[config.mk]
export PLATFORM = sky130hd
export DESIGN_NAME = div_arbiter
export DESIGN_NICKNAME = d
export VERILOG_FILES = /design/src/rtl/div_pkg.sv /design/src/rtl/div_core.sv /design/src/rtl/div_arbiter.sv
export SDC_FILE = /design/constraint.sdc
export NUM_CORES = 1
export LEC_CHECK = 0
export BUFFER_PORTS_ARGS = -buffer_cell sky130_fd_sc_hd__buf_2
export CORE_ASPECT_RATIO = 0.75
export CORE_MARGIN = 8
export CORE_UTILIZATION = 47
export DETAILED_ROUTE_END_ITERATION = 6
export PLACE_DENSITY = 0.79
export SLEW_MARGIN = 20
export SYNTH_ARGS = -nofsm -noshare
export SYNTH_HDL_FRONTEND = slang
export SYNTH_SLANG_ARGS = --single-unit
[constraint.sdc]
create_clock -name clk -period 1.8 [get_ports clk]
set_input_delay 0.18 -clock clk [delete_from_list [all_inputs] [get_ports clk]]
set_output_delay 0.18 -clock clk [all_outputs]
set_load 0.01 [all_outputs]
[src/rtl/div_pkg.sv]
// Shared types and constants for the round-robin divider scheduler.
// Holds the scheduler state encoding, operand widths, the iteration count
// and the quotient returned for a zero divisor.
package div_pkg;

  localparam int unsigned DVD_W = 8;
  localparam int unsigned DVS_W = 4;
  localparam int unsigned ITER  = 8;
  localparam int unsigned CNT_W = $clog2(ITER);

  localparam logic [DVD_W-1:0] DIVZERO_QUOT = 8'hFF;

  typedef enum logic [1:0] {
    IDLE = 2'd0,
    RUN  = 2'd1,
    RESP = 2'd2
  } state_e;

endpackage

[src/rtl/div_core.sv]
// Sequential 8-bit by 4-bit unsigned restoring divider, one quotient bit per cycle.
// Ports:
//   clk, reset    clock and asynchronous active-high reset
//   start_i       load operands and begin a division
//   dividend_i    8-bit dividend, sampled on start_i
//   divisor_i     4-bit divisor, sampled on start_i
//   done_c        high during the final iteration
//   quotient_c    quotient as it will be after the current iteration
//   remainder_c   remainder as it will be after the current iteration
module div_core
  import div_pkg::*;
(
  input  logic             clk,
  input  logic             reset,
  input  logic             start_i,
  input  logic [DVD_W-1:0] dividend_i,
  input  logic [DVS_W-1:0] divisor_i,
  output logic             done_c,
  output logic [DVD_W-1:0] quotient_c,
  output logic [DVS_W-1:0] remainder_c
);

  logic [DVD_W-1:0] dvd_q, dvd_d;
  logic [DVS_W-1:0] dvs_q, dvs_d;
  logic [DVS_W-1:0] rem_q, rem_d;
  logic [DVD_W-1:0] quo_q, quo_d;
  logic [CNT_W-1:0] cnt_q, cnt_d;
  logic             run_q, run_d;

  logic [DVS_W:0]   part;
  logic             ge;
  logic [DVS_W-1:0] rem_step;
  logic [DVD_W-1:0] quo_step;

  // One restoring step; a zero divisor always subtracts nothing, so the
  // quotient fills with ones and the remainder collects the low dividend bits.
  always_comb begin
    part     = {rem_q, dvd_q[DVD_W-1]};
    ge       = (part >= {1'b0, dvs_q});
    rem_step = ge ? DVS_W'(part - {1'b0, dvs_q}) : DVS_W'(part);
    quo_step = {quo_q[DVD_W-2:0], ge};
  end

  assign done_c      = run_q && (cnt_q == CNT_W'(ITER - 1));
  assign quotient_c  = quo_step;
  assign remainder_c = rem_step;

  // Next-state for operand, shift and counter registers
  always_comb begin
    dvd_d = dvd_q;
    dvs_d = dvs_q;
    rem_d = rem_q;
    quo_d = quo_q;
    cnt_d = cnt_q;
    run_d = run_q;
    if (start_i) begin
      dvd_d = dividend_i;
      dvs_d = divisor_i;
      rem_d = '0;
      quo_d = '0;
      cnt_d = '0;
      run_d = 1'b1;
    end else if (run_q) begin
      dvd_d = {dvd_q[DVD_W-2:0], 1'b0};
      rem_d = rem_step;
      quo_d = quo_step;
      cnt_d = cnt_q + CNT_W'(1);
      if (done_c) run_d = 1'b0;
    end
  end

  always_ff @(posedge clk or posedge reset) begin
    if (reset) begin
      dvd_q <= '0;
      dvs_q <= '0;
      rem_q <= '0;
      quo_q <= '0;
      cnt_q <= '0;
      run_q <= 1'b0;
    end else begin
      dvd_q <= dvd_d;
      dvs_q <= dvs_d;
      rem_q <= rem_d;
      quo_q <= quo_d;
      cnt_q <= cnt_d;
      run_q <= run_d;
    end
  end

endmodule

[src/rtl/div_arbiter.sv]
// Round-robin scheduler sharing one sequential divider among NREQ requesters.
// Optional feature macro: DIV_ZERO_CHECK_EN (zero divisor short-cuts to RESP).
// Ports:
//   clk, reset       clock and asynchronous active-high reset
//   req_valid        per-requester request pending
//   req_dividend     packed 8-bit dividends, requester i at [8i+7:8i]
//   req_divisor      packed 4-bit divisors, requester i at [4i+3:4i]
//   req_ready        one-hot grant, only in IDLE
//   rsp_valid/ready  response handshake
//   rsp_id           requester that owns the response
//   rsp_quotient     unsigned quotient
//   rsp_remainder    unsigned remainder
//   rsp_divzero      divisor was zero (macro builds only, else 0)
//   busy             scheduler not in IDLE
module div_arbiter
  import div_pkg::*;
#(
  parameter  int unsigned NREQ = 4,
  localparam int unsigned IDW  = $clog2(NREQ)
) (
  input  logic                  clk,
  input  logic                  reset,
  input  logic [NREQ-1:0]       req_valid,
  input  logic [DVD_W*NREQ-1:0] req_dividend,
  input  logic [DVS_W*NREQ-1:0] req_divisor,
  output logic [NREQ-1:0]       req_ready,
  output logic                  rsp_valid,
  input  logic                  rsp_ready,
  output logic [IDW-1:0]        rsp_id,
  output logic [DVD_W-1:0]      rsp_quotient,
  output logic [DVS_W-1:0]      rsp_remainder,
  output logic                  rsp_divzero,
  output logic                  busy
);

  state_e           state_q, state_d;
  logic [IDW-1:0]   rr_ptr_q, rr_ptr_d;
  logic             rsp_valid_q, rsp_valid_d;
  logic [IDW-1:0]   rsp_id_q, rsp_id_d;
  logic [DVD_W-1:0] rsp_quot_q, rsp_quot_d;
  logic [DVS_W-1:0] rsp_rem_q, rsp_rem_d;
  logic             busy_q, busy_d;
`ifdef DIV_ZERO_CHECK_EN
  logic             rsp_dz_q, rsp_dz_d;
`endif

  logic             grant_found;
  logic [IDW-1:0]   grant_id;
  logic [NREQ-1:0]  grant_oh;
  int unsigned      idx;
  logic [DVD_W-1:0] sel_dvd;
  logic [DVS_W-1:0] sel_dvs;
  logic             start_c;
  logic             core_done_c;
  logic [DVD_W-1:0] core_quot_c;
  logic [DVS_W-1:0] core_rem_c;

  // Round-robin search starting at rr_ptr, wrapping at NREQ
  always_comb begin
    grant_found = 1'b0;
    grant_id    = '0;
    idx         = 0;
    for (int unsigned k = 0; k < NREQ; k++) begin
      idx = (32'(rr_ptr_q) + k) % NREQ;
      if (!grant_found && req_valid[IDW'(idx)]) begin
        grant_found = 1'b1;
        grant_id    = IDW'(idx);
      end
    end
    grant_oh           = '0;
    grant_oh[grant_id] = grant_found;
    sel_dvd            = req_dividend[32'(grant_id)*DVD_W +: DVD_W];
    sel_dvs            = req_divisor[32'(grant_id)*DVS_W +: DVS_W];
  end

  assign req_ready = (state_q == IDLE && !reset) ? grant_oh : '0;

  // Next-state and response register logic
  always_comb begin
    state_d     = state_q;
    rr_ptr_d    = rr_ptr_q;
    rsp_valid_d = rsp_valid_q;
    rsp_id_d    = rsp_id_q;
    rsp_quot_d  = rsp_quot_q;
    rsp_rem_d   = rsp_rem_q;
`ifdef DIV_ZERO_CHECK_EN
    rsp_dz_d    = rsp_dz_q;
`endif
    start_c     = 1'b0;
    case (state_q)
      IDLE: begin
        if (grant_found) begin
          rr_ptr_d = IDW'((32'(grant_id) + 1) % NREQ);
          rsp_id_d = grant_id;
`ifdef DIV_ZERO_CHECK_EN
          if (sel_dvs == '0) begin
            state_d     = RESP;
            rsp_valid_d = 1'b1;
            rsp_quot_d  = DIVZERO_QUOT;
            rsp_rem_d   = sel_dvd[DVS_W-1:0];
            rsp_dz_d    = 1'b1;
          end else begin
            start_c = 1'b1;
            state_d = RUN;
          end
`else
          start_c = 1'b1;
          state_d = RUN;
`endif
        end
      end
      RUN: begin
        if (core_done_c) begin
          state_d     = RESP;
          rsp_valid_d = 1'b1;
          rsp_quot_d  = core_quot_c;
          rsp_rem_d   = core_rem_c;
`ifdef DIV_ZERO_CHECK_EN
          rsp_dz_d    = 1'b0;
`endif
        end
      end
      RESP: begin
        // Return to IDLE only; the next grant waits a cycle.
        if (rsp_ready) begin
          state_d     = IDLE;
          rsp_valid_d = 1'b0;
        end
      end
      default: state_d = IDLE;
    endcase
    busy_d = (state_d != IDLE);
  end

  always_ff @(posedge clk or posedge reset) begin
    if (reset) begin
      state_q     <= IDLE;
      rr_ptr_q    <= '0;
      rsp_valid_q <= 1'b0;
      rsp_id_q    <= '0;
      rsp_quot_q  <= '0;
      rsp_rem_q   <= '0;
      busy_q      <= 1'b0;
    end else begin
      state_q     <= state_d;
      rr_ptr_q    <= rr_ptr_d;
      rsp_valid_q <= rsp_valid_d;
      rsp_id_q    <= rsp_id_d;
      rsp_quot_q  <= rsp_quot_d;
      rsp_rem_q   <= rsp_rem_d;
      busy_q      <= busy_d;
    end
  end

`ifdef DIV_ZERO_CHECK_EN
  always_ff @(posedge clk or posedge reset) begin
    if (reset) rsp_dz_q <= 1'b0;
    else       rsp_dz_q <= rsp_dz_d;
  end
  assign rsp_divzero = rsp_dz_q;
`else
  assign rsp_divzero = 1'b0;
`endif

  div_core u_core (
    .clk         (clk),
    .reset       (reset),
    .start_i     (start_c),
    .dividend_i  (sel_dvd),
    .divisor_i   (sel_dvs),
    .done_c      (core_done_c),
    .quotient_c  (core_quot_c),
    .remainder_c (core_rem_c)
  );

  assign rsp_valid     = rsp_valid_q;
  assign rsp_id        = rsp_id_q;
  assign rsp_quotient  = rsp_quot_q;
  assign rsp_remainder = rsp_rem_q;
  assign busy          = busy_q;

endmodule

; ---- Word level (Yosys, flattened, before mapping)
; Index checks and enable logic that the tools add are counted.
[word_totals]
reg_bits = 47
in_bits = 55
elab_cells = 91
[op_classes]
addsub = 6
order_cmp = 7
eq_ne = 5
n_shift = 2
mux = 40
n_bitwise = 1
reduce_logical = 17
[op_table]
columns = operator, count
row1 = 32-bit by 6-bit variable part select with 8-bit output, 1
row2 = 1-bit two-way mux, 16
row3 = 4-bit two-way mux, 4
row4 = 8-bit two-way mux, 2
row5 = 16-bit by 5-bit variable part select with 4-bit output, 1
row6 = "2-bit by 3-bit less-than comparator with 1-bit output, second input constant", 5
row7 = 2-bit two-way mux, 7
row8 = 7-bit two-way mux, 2
row9 = 1-bit binary-select mux with 2-bit select, 4
row10 = 1-bit logical AND, 6
row11 = 3-bit two-way mux, 2
row12 = 2-bit one-hot mux with 3 select lines, 1
row13 = 2-bit nonzero test, 3
row14 = 5-bit by 4-bit >= comparator with 1-bit output, 1
row15 = "2-bit by 1-bit adder with 2-bit output, second input constant", 2
row16 = "2-bit adder, second input constant", 2
row17 = 4-bit bitwise AND, 1
row18 = 1-bit zero test, 4
row19 = "2-bit != test, second input constant", 2
row20 = 2-bit AND reduction, 2
row21 = 4-bit subtractor, 1
row22 = "3-bit by 1-bit adder with 3-bit output, second input constant", 1
row23 = "3-bit == test, second input constant", 1
row24 = 3-bit AND reduction, 1
row25 = other kinds (6), 6

; ---- Longest topological paths before layout
[depth]
depth_word = 18
mapped_depth = 8
ltp_nobuf = 7

; ---- By module
; Synthesis repeated with hierarchy kept, for this count alone.
[hier_totals]
hier_cells = 338
area_unflattened_um2 = 3124.2
[modules_own_cells]
columns = module, n_inst, cells_per_inst, area_each_um2, seq_area_each_um2
row1 = div_arbiter, 1, 196, 1672.9, 500.5
row2 = div_core, 1, 142, 1451.4, 675.6

; ---- Worst setup path after synthesis
; No wires, ideal clock.
[synth_timing]
path_kind = register -> register
startpoint = reg u_core.dvs_q[1]
endpoint = reg rsp_rem_q[1] (netlist: rsp_remainder[1])
setup_time_ns = 0.083
t_arrival_ns = 1.857
setup_slack_ns = -0.140
stages_incl_launch_ff = 8
n_path_buf = 0
synth_period_minus_slack_ns = 1.940
path_cell_list = dfrtp_1 > inv_1 > ha_1 > nor2b_1 > o21a_1 > o31ai_2 > mux2_2 > o21ai_0
[synth_via]
elab_chain_len = 2
word_cells_on_any_way = 3
classes_between = 1 x add/sub / 1 x order compare / 1 x mux
[synth_lines]
columns = element, line
row1 = "start, declared", div_core.sv:24  ; logic [DVS_W-1:0] dvs_q, dvs_d;
row2 = "start signal, assigned", div_core.sv:82  ; dvs_q <= dvs_d;
row3 = 4-bit subtractor or 5-bit by 4-bit >= comparator with 1-bit output (tied branches), "div_core.sv:40, div_core.sv:39"
row4 = 4-bit two-way mux (*), div_core.sv:40  ; rem_step = ge ? DVS_W'(part - {1'b0, dvs_q}) : DVS_W'(part);
row5 = "end signal, assigned", div_arbiter.sv:150  ; rsp_rem_q <= rsp_rem_d;
row6 = "end, declared", div_arbiter.sv:41  ; logic [DVS_W-1:0] rsp_rem_q, rsp_rem_d;
; Mark *: on every way between the ends. The rest lies on a longest branch, timed or not.
; A chain may end at the register's enable or synchronous reset.

; ---- Final worst setup path
[layout_timing]
startpoint = reg rr_ptr_q[1]
endpoint = out req_ready[1]
[layout_via]
elab_chain_len = 18
word_cells_on_any_way = 32
classes_between = 3 x add/sub / 2 x order compare / 19 x mux / 1 x bitwise / 7 x reduce/logical
[layout_lines]
columns = element, line
row1 = "start, declared", div_arbiter.sv:37  ; logic [IDW-1:0] rr_ptr_q, rr_ptr_d;
row2 = "start signal, assigned", div_arbiter.sv:146  ; rr_ptr_q <= rr_ptr_d;
row3 = "parallel branches: the longest is 16 deep, another holds 2-bit by 3-bit less-than comparator with 1-bit output", n/a
row4 = 4-bit bitwise AND (no line) (*), n/a
row5 = 4-bit two-way mux (*), div_arbiter.sv:76  ; assign req_ready = (state_q == IDLE && !reset) ? grant_oh : '0;
row6 = "end, declared", div_arbiter.sv:26  ; output logic [NREQ-1:0] req_ready,
; Every way passes the cells marked *. The select of a mux whose other input is x is not followed.

==> out/metrics.cfg <==
[setup_path]
crit_family=simple AND/OR/NAND/NOR gates
worstPathArrival_ns=2.00
crit_buf_inv=2
reg2reg_to=u_core.dvd_q[0]
max_stage_delay_ns=0.43
end_kind=primary output
cp-endpoint=req_ready[1]
rrSetupSlack_ns=-0.16
worstPathMaxFanout=3
start_kind=flop
critPathMostFrequentCell=buf_6
crit_cells=7
ff2ff_path_depth=7
critical_path_class=reg -> out
r2r-start=rr_ptr_q[1]
cp_slowest_cell=dfrtp_1
startpoint=rr_ptr_q[1]
required_ns=1.62
cp_cell_sequence=mux2i_2 > nor2_2 > nor3_4 > buf_6 > ha_4 > and3_4 > buf_6

[yosys]
synth_fp_nets=330
avgSynthCellArea_um2=10.3
synth-seq-cells=47
synth_largest_area_cell=dfrtp_1
synth_edf_count=0
async_flop_share=1.00
synth_xor_area_frac=0.00647
muxShareOfSynthArea=0.126
mappedNetlistArea_um2=2710
ys_types=49
synth_top_family_by_area=compound AO/OA/AOI/OAI gates
ys.flop_type=dfrtp_1
postSynthCellCount=264
synthAdderAreaFrac=0.0536
synth-simple-area-share=0.141
ys_seq_area_frac=0.434
synth_compound_area_frac=0.189
ys_top_cells_by_area=dfrtp_1 43%, mux2i_1 9.2%, ha_1 4.6%
synthDominantCellAreaShare=0.434
synth_warnings=0

[status]
outcome=finished with violations
violations=setup timing

[sta]
slew_headroom=0.604
final_max_slew_viol_count=0
min_period_ns=2.18
max_freq_mhz=459
setup_viol=14
min_period_over_period=1.21
skew_ns=0.00702
rsz0062_at_grt=true
holdWs_ns=0.126
finalHoldViolCount=0
fin_ws_ns=-0.379
worst_pin_slew_ns=0.594

[clock_network]
root_buffer=clkbuf_8
htree_levels=2
cts_buffers=5
cts_buffer_depth=2
clk_latency_ns=0.31
cts.sink_count=47
path_clk_slew_ns=0.10
ctsHoldBuffers=0
cts_tree=built

[pwr]
p_sw_w=0.00303
max-vdd-ir-drop_uv=782
p_leak_nw=1.84
p_int_w=0.00407
p_sw_frac=0.427
clock_power_share=0.098
powerDensity_nw_per_um2=1800
seq_power_share=0.270
p_comb_frac=0.631

[route]
routed_wl_mm=8.85
detail-route-antenna-nets=0
firstDrtPassIters=5
vias=2661
wire_per_inst_um=19.4
drc=0
viasPerCell=5.82
initialDrtViolationCount=174

[die]
die_area_um2=8470
die_w_um=104
die_h_um=81.7
pin_count=76
core_area_um2=5680
start_util=0.477
rows=24

[placed_design]
port_buffers=74
dp_hpwl_mm=5.41
place_area_um2=3340
dp_cells=431
gp_congestion=0.834

[layout]
nets=444
drive_gt1_frac=0.512
design_area_um2=3940
area_growth_pct=45.6
diodes=0
fin_cells=457

[global_route]
grt_max_degree=48
grt_util_all_layers=0.170
antenna_found_initial=0
grt_pass1_vias=2562
gr-total-overflow=0
grt_first_pass_wirelength_mm=11.8

[worst_hold_path]
worstHoldPathType=in -> async

[flow_run]
drv_cap=0

[flip-flops by register name, summed over array words and instances (netlist names)]
name	cells
busy	1
u_core.rem_q	4
u_core.dvs_q	4
u_core.run_q	1
u_core.cnt_q	3
rsp_id	2
u_core.dvd_q	8
rr_ptr_q	2
rsp_remainder	4
rsp_quotient	8
rsp_valid	1
u_core.quo_q	7
state_q	2
[routing by layer]
metal / vias to the layer above / track usage / routed length [µm]
met5: - / 0 / 0
met4: 0 / 0.0628 / 298
met3: 33 / 0.0376 / 542
met2: 136 / 0.287 / 4310
met1: 1283 / 0.214 / 3700
li1: 1209 / - / -
[power groups by stage]
stage               combinational, W  clock [W]  sequential [W]
finish                       0.00449   0.000699         0.00192
global route                 0.00483   0.000746         0.00196
CTS                          0.00365   0.000698         0.00186
detailed placement           0.00327          0         0.00188
global placement             0.00315          0         0.00186
floorplan                    0.00219          0         0.00190
[timing repair]
action	in CTS	in global routing
gates resized for setup	19	66
gates cloned	1	1
pin swaps	8	21
endpoints found under the setup margin	17	28
hold endpoints to repair	0	0
buffers inserted	9	9
[cell usage in the layout, fill, tap and decap left out, types with 4 or more instances in the layout]
master    instances
a21boi_2          4
inv_2             4
buf_6             9
ha_4              8
dfrtp_1          47
o31ai_1           5
and3_4            4
a211o_1           8
nand2_1          21
buf_2            70
nor2_1           13
mux2_2            7
o211ai_1          4
a211oi_1         10
o21ai_0           8
nand4_1           9
mux2i_1          18
clkbuf_8          5
nor2b_1           6
mux2i_2           5
inv_1             6
buf_4            41
[cells by family after synthesis]
family | count (synthesis)
simple gates | 75
fa+ha+maj | 11
compound gates | 68
flops | 47
xor+xnor | 2
other cells | 1
buf+inv | 27
mux | 33
[cells in the mapped netlist, types with 2 or more instances]
cell      number
dfrtp_1       47
mux2i_1       25
nand2_1       24
nor2_1        15
a211oi_1      12
inv_1         11
ha_1          10
o21ai_0       10
nand4_1        9
a211o_1        8
mux2_2         8
o31ai_1        8
clkbuf_1       7
nor2b_1        7
a21boi_0       5
o221ai_1       5
and3_1         4
o211ai_1       4
a21oi_1        3
buf_2          3
buf_6          3
a221o_1        2
buf_1          2
nand2b_1       2
nand3_1        2
nor3_2         2
or2_2          2
or3_1          2
xnor2_1        2
[layout make-up]
class / count / area [µm²]
flip-flops and latches: 47 / 1180
well taps: 78 / 97.6
inverters: 11 / 43.8
multi-input cells: 192 / 1750
repair buffers: 121 / 779
clock buffers: 5 / 68.8
clock inverters: 3 / 27.5
fillers: 392 / 1730
[through the flow]
| stage | util | TNS (ns) | power (W) | setup slack [ns] |
|---|---|---|---|---|
| finish | 0.694 | -1.96 | 0.00710 | -0.379 |
| global route | 0.694 | -3.16 | 0.00754 | -0.429 |
| CTS | 0.633 | -1.58 | 0.00621 | -0.237 |
| detailed placement | 0.589 | -1.17 | 0.00514 | -0.183 |
| global placement | 0.589 | -0.499 | 0.00501 | -0.0753 |
| floorplan | - | 0 | 0.00410 | 0.0186 |
[how the worst min path moves through the flow]
stage	startpoint	end	cells after the start
after global placement	reset	rsp_remainder[3]	3
after floorplan	rsp_ready	state_q[1]	1
after CTS	reset	rsp_quotient[1]	3
after global routing	reset	u_core.quo_q[1]	3
final	reset	rsp_quotient[3]	3
after detailed placement	reset	rsp_remainder[3]	3
[tightest hold or removal path, cell delays in order]
cell,delay (ns)
buf_2,0.10
inv_2,0.11
buf_4,0.52
No activity file was read; power rests on OpenSTA's default activity.
